## src/rtl/wbs_pwm_pkg.sv

```systemverilog
// ============================================================================
// wbs_pwm_pkg : register map, control bit positions and counter width
// Revision    : 1.0
// ============================================================================
`default_nettype none

package wbs_pwm_pkg;

    localparam int CNT_W  = 8;
    localparam int DAT_W  = 8;
    localparam int MAX_CH = 4;

    localparam logic [2:0] ADR_PRESCALE = 3'd4;
    localparam logic [2:0] ADR_CONTROL  = 3'd5;
    localparam logic [2:0] ADR_COUNTER  = 3'd6;

    localparam int CTRL_RUN = 7;

endpackage

`default_nettype wire

```

## src/rtl/pwm_channel_shadow.sv

```systemverilog
// ============================================================================
// pwm_channel_shadow : one channel -- shadow/active duty, compare, output flop
// Revision           : 1.0
// ============================================================================
`default_nettype none

module pwm_channel_shadow
    import wbs_pwm_pkg::*;
(
    input  logic             clk,
    input  logic             rst_n,
    input  logic             duty_we,
    input  logic [CNT_W-1:0] duty_wdata,
    input  logic             load,
    input  logic             enable,
    input  logic             run,
    input  logic [CNT_W-1:0] counter,
    output logic [CNT_W-1:0] shadow,
    output logic             pwm
);

    logic [CNT_W-1:0] active;

    // load samples the pre-write shadow, so a write coinciding with a wrap
    // only becomes active at the following wrap
    always_ff @(posedge clk) begin
        if (!rst_n) begin
            shadow <= '0;
            active <= '0;
            pwm    <= 1'b0;
        end else begin
            if (duty_we) shadow <= duty_wdata;
            if (load)    active <= shadow;
            pwm <= enable & run & (active > counter);
        end
    end

endmodule

`default_nettype wire

```

## src/rtl/wbs_pwm_ctrl.sv

```systemverilog
// ============================================================================
// wbs_pwm_ctrl : Wishbone-slave PWM controller with prescaler and shadow duty
// Revision     : 1.0
// ============================================================================
`default_nettype none

module wbs_pwm_ctrl
    import wbs_pwm_pkg::*;
#(
    parameter int NCH = 4
) (
    input  logic             wb_clk_i,
    input  logic             wb_rst_ni,
    input  logic             wb_cyc_i,
    input  logic             wb_stb_i,
    input  logic             wb_we_i,
    input  logic [2:0]       wb_adr_i,
    input  logic [DAT_W-1:0] wb_dat_i,
    output logic [DAT_W-1:0] wb_dat_o,
    output logic             wb_ack_o,
    output logic             wb_stall_o,
    output logic [NCH-1:0]   pwm_o,
    output logic             period_o
);

    logic             accept;
    logic             wr;
    logic             presc_wr;
    logic             tick;
    logic             wrap;
    logic             run;
    logic [NCH-1:0]   enable;
    logic [CNT_W-1:0] prescale;
    logic [CNT_W-1:0] presc_cnt;
    logic [CNT_W-1:0] counter;
    logic [DAT_W-1:0] rd_mux;
    logic [DAT_W-1:0] rd_data;
    logic [CNT_W-1:0] shadow [NCH];

    assign accept     = wb_cyc_i & wb_stb_i;
    assign wr         = accept & wb_we_i;
    assign presc_wr   = wr && (wb_adr_i == ADR_PRESCALE);
    assign tick       = run && (presc_cnt == prescale);
    assign wrap       = tick && (counter == {CNT_W{1'b1}});
    assign wb_stall_o = 1'b0;
    assign wb_dat_o   = rd_data;

    always_ff @(posedge wb_clk_i) begin
        if (!wb_rst_ni) begin
            prescale <= '0;
            enable   <= '0;
            run      <= 1'b0;
        end else if (wr) begin
            if (wb_adr_i == ADR_PRESCALE) prescale <= wb_dat_i;
            if (wb_adr_i == ADR_CONTROL) begin
                enable <= wb_dat_i[NCH-1:0];
                run    <= wb_dat_i[CTRL_RUN];
            end
        end
    end

    always_ff @(posedge wb_clk_i) begin
        if (!wb_rst_ni || !run) begin
            counter   <= '0;
            presc_cnt <= '0;
        end else begin
            if (tick) counter <= counter + 1'b1;
            if (tick || presc_wr) presc_cnt <= '0;
            else                  presc_cnt <= presc_cnt + 1'b1;
        end
    end

    always_ff @(posedge wb_clk_i) begin
        if (!wb_rst_ni) begin
            period_o <= 1'b0;
            wb_ack_o <= 1'b0;
            rd_data  <= '0;
        end else begin
            period_o <= wrap;
            wb_ack_o <= accept;
            rd_data  <= (accept && !wb_we_i) ? rd_mux : '0;
        end
    end

    always_comb begin
        rd_mux = '0;
        for (int n = 0; n < NCH; n++) begin
            if (wb_adr_i == 3'(n)) rd_mux = shadow[n];
        end
        case (wb_adr_i)
            ADR_PRESCALE: rd_mux = prescale;
            ADR_CONTROL: begin
                rd_mux[NCH-1:0] = enable;
                rd_mux[CTRL_RUN] = run;
            end
            ADR_COUNTER:  rd_mux = counter;
            default: ;
        endcase
    end

    // while stopped the active duty follows shadow every cycle
    for (genvar n = 0; n < NCH; n++) begin : g_ch
        pwm_channel_shadow u_ch (
            .clk        (wb_clk_i),
            .rst_n      (wb_rst_ni),
            .duty_we    (wr && (wb_adr_i == 3'(n))),
            .duty_wdata (wb_dat_i),
            .load       (wrap | ~run),
            .enable     (enable[n]),
            .run        (run),
            .counter    (counter),
            .shadow     (shadow[n]),
            .pwm        (pwm_o[n])
        );
    end

endmodule

`default_nettype wire

```

## config.mk

```make
export PLATFORM = sky130hd
export DESIGN_NAME = wbs_pwm_ctrl
export DESIGN_NICKNAME = d
export VERILOG_FILES = /design/src/rtl/wbs_pwm_pkg.sv /design/src/rtl/pwm_channel_shadow.sv /design/src/rtl/wbs_pwm_ctrl.sv
export SDC_FILE = /design/constraint.sdc
export NUM_CORES = 1
export LEC_CHECK = 0
export BUFFER_PORTS_ARGS = -buffer_cell sky130_fd_sc_hd__buf_2
export CORE_MARGIN = 2
export CORE_UTILIZATION = 25
export DETAILED_ROUTE_END_ITERATION = 8
export SLEW_MARGIN = 10
export SYNTH_ARGS = -nofsm -noshare
export SYNTH_HDL_FRONTEND = slang
export SYNTH_SLANG_ARGS = --single-unit
export TNS_END_PERCENT = 1
```

## constraint.sdc

```tcl
create_clock -name wb_clk_i -period 5.6 [get_ports wb_clk_i]
set_input_delay 0.84 -clock wb_clk_i [delete_from_list [all_inputs] [get_ports wb_clk_i]]
set_output_delay 0.84 -clock wb_clk_i [all_outputs]
set_load 0.02 [all_outputs]
```

==> run_results.csv <==
group,metric,value,unit
detailed_routing,route.detailed.vias_per_inst,4.61,
clock_tree,clk_root_buffer_cell,"sky130_fd_sc_hd__clkbuf_16",
power,peak_vdd_ir,0.173,mV
power,design_power_total,1.45,mW
power,clock_power_share,42.9,%
floorplan,chipWidth,149,um
critical_path,r2r-end,"g_ch[2].u_ch.active[5]$_SDFFE_PN0P_",
logic_synthesis,synthFlopType,"sky130_fd_sc_hd__dfxtp_1",
clock_tree,clk_pin_slew,0.07,ns
critical_path,worst-endpoint-required,5.80,ns
floorplan,top_level_ports,31,
critical_path,rrSetupSlack,3.15,ns
logic_synthesis,post_synthesis_net_count,611,
timing,worst_slack,3.15,ns
power,pwr_density_cell,247,nW/um^2
logic_synthesis,synth-edff-count,0,
global_routing,antenna_violations_before_repair,0,
critical_path,start_kind,"flip-flop",
critical_path,r2r_start,"presc_cnt[5]$_SDFF_PP0_",
critical_path,worst_setup_path_startpoint,"presc_cnt[5]$_SDFF_PP0_",
power,power.share.combinational,4.1,%
clock_tree,post_cts_buffers,0,
timing,drv_slew,0,
logic_synthesis,post_synth_top_area_share,40.8,%
floorplan,die_height,149,um
timing,finClkSkew,0.00855,ns
timing,final_hold_viol_count,0,
finish,most_common_library_cell_in_the_layout_ignoring_fill_and_taps,"sky130_fd_sc_hd__dfxtp_1",
global_routing,grt_overflow_total,0,
logic_synthesis,netlist_top_cells_area,"sky130_fd_sc_hd__dfxtp_1 (41%), sky130_fd_sc_hd__mux2i_1 (16%), sky130_fd_sc_hd__ha_1 (8.1%)",
floorplan,starting_density_of_the_core,25.7,%
logic_synthesis,synth_sequential_area_ratio,40.8,%
hold_path,hold_path.class,"reg2reg",
critical_path,worst_reg2reg_path_depth,5,
power,internal_power,1.10,mW
clock_tree,cts_max_path_buffers,2,
place,port_buffers,29,
logic_synthesis,synth_warnings,0,
outcome,outcome,"completed",
clock_tree,cts_resized,0,
finish,share_of_post_route_cells_with_drive_strength_above_1,10.6,%
global_routing,grt_pass1_vias,3822,
floorplan,die_area,22200,um^2
logic_synthesis,synthCells,561,
job,maxCapViolations,0,
finish,n_antenna_cell,0,
logic_synthesis,avgSynthCellArea,9.35,um^2
place,placed_cells,829,
floorplan,total_core_area,20400,um^2
logic_synthesis,synth_largest_area_cell,"sky130_fd_sc_hd__dfxtp_1",
power,power_switching_share,23.7,%
global_routing,grt_max_degree,47,
detailed_routing,drtIter0Drc,225,
logic_synthesis,synth.lib_cells_used.distinct,38,
detailed_routing,drtAntennaViolNets,0,
critical_path,critPathArrivalTime,2.65,ns
power,seq_power_share,53.1,%
clock_tree,cts-hold-fix-buffers,0,
clock_tree,cts-buffers-inserted,9,
detailed_routing,pre_repair_dr_iteration_count,5,
finish,design_area,5840,um^2
critical_path,worst-setup-path-type,"reg2reg",
global_routing,wire_length_of_the_first_global_routing_pass,21500,um
detailed_routing,routed_wirelength,13300,um
clock_tree,cts_tree,"done",
timing,max-slew-margin-rel,27.5,%
timing,final.min_clock_period,2.45,ns
timing,setup_violations,0,
timing,rsz0062_at_grt,"false",
critical_path,endpoint_kind,"flip-flop",
place,placed_instance_area,5560,um^2
critical_path,worst_setup_path_endpoint,"g_ch[2].u_ch.active[5]$_SDFFE_PN0P_",
timing,period_share,43.8,%
timing,achievable_frequency,0.407,GHz
finish,final_cell_count_no_fill,845,
finish,final_cell_mix,"sky130_fd_sc_hd__dfxtp_1 (107), sky130_fd_sc_hd__mux2i_1 (86), sky130_fd_sc_hd__nand2_1 (85)",
floorplan,floorplan.rows,52,
global_routing,grt_usage,12.6,%
place,detail_placement_hpwl,9840,um
detailed_routing,routed-via-count,3898,
power,static_power_due_to_leakage,2.12,nW
clock_tree,ctsHtreeMaxLevel,3,
logic_synthesis,synth.ff_latch_count,107,
logic_synthesis,async_flop_share,0,%
power,power_switching,0.343,mW
clock_tree,numClockSinks,107,
finish,area_growth_syn_to_layout,11.4,%
detailed_routing,route.detailed.drc,0,
detailed_routing,post_drt_wl_per_cell,15.7,um
timing,tightestPinTransition,1.09,ns
timing,tns_setup,0,ns
clock_tree,worst_skew_pair.late_latency,0.35,ns
place,gp_congestion,0.859,
place,detailedPlace.worstSlack,2.86,ns
critical_path,timing.critical_path.fanout_max,32,
finish,finish.net_count,620,
logic_synthesis,syn-cell-area,5250,um^2
## through the flow
step	utilization, %	hold WS, ns
final	28.6	0.461
after global routing	28.6	0.478
after CTS	28.6	0.466
after detailed placement	27.2	0.455
after global placement	27.2	0.450
after floorplan	-	0.438
## cells in the mapped netlist, types with 3 or more instances
| master | number |
|---|---|
| sky130_fd_sc_hd__ha_1 | 34 |
| sky130_fd_sc_hd__nand3_1 | 22 |
| sky130_fd_sc_hd__mux4_2 | 8 |
| sky130_fd_sc_hd__o21a_1 | 8 |
| sky130_fd_sc_hd__clkbuf_1 | 18 |
| sky130_fd_sc_hd__nor2b_1 | 5 |
| sky130_fd_sc_hd__mux2i_1 | 86 |
| sky130_fd_sc_hd__a21o_1 | 8 |
| sky130_fd_sc_hd__buf_6 | 5 |
| sky130_fd_sc_hd__nand4_1 | 7 |
| sky130_fd_sc_hd__o2111ai_1 | 4 |
| sky130_fd_sc_hd__inv_1 | 13 |
| sky130_fd_sc_hd__dfxtp_1 | 107 |
| sky130_fd_sc_hd__o21ai_0 | 12 |
| sky130_fd_sc_hd__a21oi_1 | 17 |
| sky130_fd_sc_hd__xor2_1 | 5 |
| sky130_fd_sc_hd__nand2_1 | 85 |
| sky130_fd_sc_hd__buf_4 | 5 |
| sky130_fd_sc_hd__o31ai_1 | 3 |
| sky130_fd_sc_hd__and3_1 | 11 |
| sky130_fd_sc_hd__or4_1 | 3 |
| sky130_fd_sc_hd__xnor2_1 | 9 |
| sky130_fd_sc_hd__nor2_1 | 65 |
## how the worst min path moves through the flow
stage                                   startpoint                                  end  slack, ns  cells after the start
4_1_cts        g_ch[3].u_ch.active[0]$_SDFFE_PN0P_  g_ch[3].u_ch.active[0]$_SDFFE_PN0P_       0.47                      2
5_1_grt        g_ch[3].u_ch.active[0]$_SDFFE_PN0P_  g_ch[3].u_ch.active[0]$_SDFFE_PN0P_       0.48                      2
3_5_place_dp   g_ch[3].u_ch.active[0]$_SDFFE_PN0P_  g_ch[3].u_ch.active[0]$_SDFFE_PN0P_       0.46                      2
6_report       g_ch[2].u_ch.active[0]$_SDFFE_PN0P_  g_ch[2].u_ch.active[0]$_SDFFE_PN0P_       0.46                      2
2_1_floorplan  g_ch[0].u_ch.active[0]$_SDFFE_PN0P_  g_ch[0].u_ch.active[0]$_SDFFE_PN0P_       0.44                      2
3_3_place_gp   g_ch[3].u_ch.active[0]$_SDFFE_PN0P_  g_ch[3].u_ch.active[0]$_SDFFE_PN0P_       0.45                      2
## metal layers
metal  track usage (%)  wire length, um  share of wire (%)
met5                 0                0                  0
met4              4.29              261                2.0
met3              3.06              718                5.4
met2              20.0             6030                 45
met1              16.7             6300                 47
## cell families (layout without fill, tap and decap cells)
logic type	count (synthesis)	after routing	synth area share, %
mux	94	94	19.8
simple gates	211	211	17.8
flops	107	107	40.8
buf+inv	46	60	4.41
xor+xnor	15	15	2.65
compound gates	53	53	6.32
other cells	1	1	0.0715
fa+ha+maj	34	34	8.11
## layout make-up
type                       count  area, um^2
clock buffer                  11         243
tap                          270         338
fill                        2228       14600
sequential                   107        2140
timing repair buffer          30         153
inverter                      14        52.6
clock inverter                 5        42.5
multi-input combinational    408        2870
## sequential cells by signal (all words and copies together), names as in the netlist
name              count
counter               8
enable                4
g_ch.u_ch.active     32
g_ch.u_ch.pwm         4
g_ch.u_ch.shadow     32
period_o              1
presc_cnt             8
prescale              8
run                   1
wb_ack_o              1
wb_dat_o              8
## worst max-delay path, stage by stage (launching register included)
cell and delay, ns:
sky130_fd_sc_hd__dfxtp_1 0.42, sky130_fd_sc_hd__xnor2_1 0.17, sky130_fd_sc_hd__nand3_1 0.12, sky130_fd_sc_hd__or4_4 0.61, sky130_fd_sc_hd__o31a_2 0.73, sky130_fd_sc_hd__mux2i_1 0.22
## power by group through the flow
| stage | registers (mW) | logic (mW) | clock network [mW] |
|---|---|---|---|
| global route | 0.768 | 0.0644 | 0.656 |
| detailed placement | 0.785 | 0.0589 | 0 |
| global placement | 0.785 | 0.0588 | 0 |
| floorplan | 0.784 | 0.0394 | 0 |
| CTS | 0.767 | 0.0590 | 0.630 |
| finish | 0.767 | 0.0589 | 0.620 |
(Power assumes the default switching activity.)
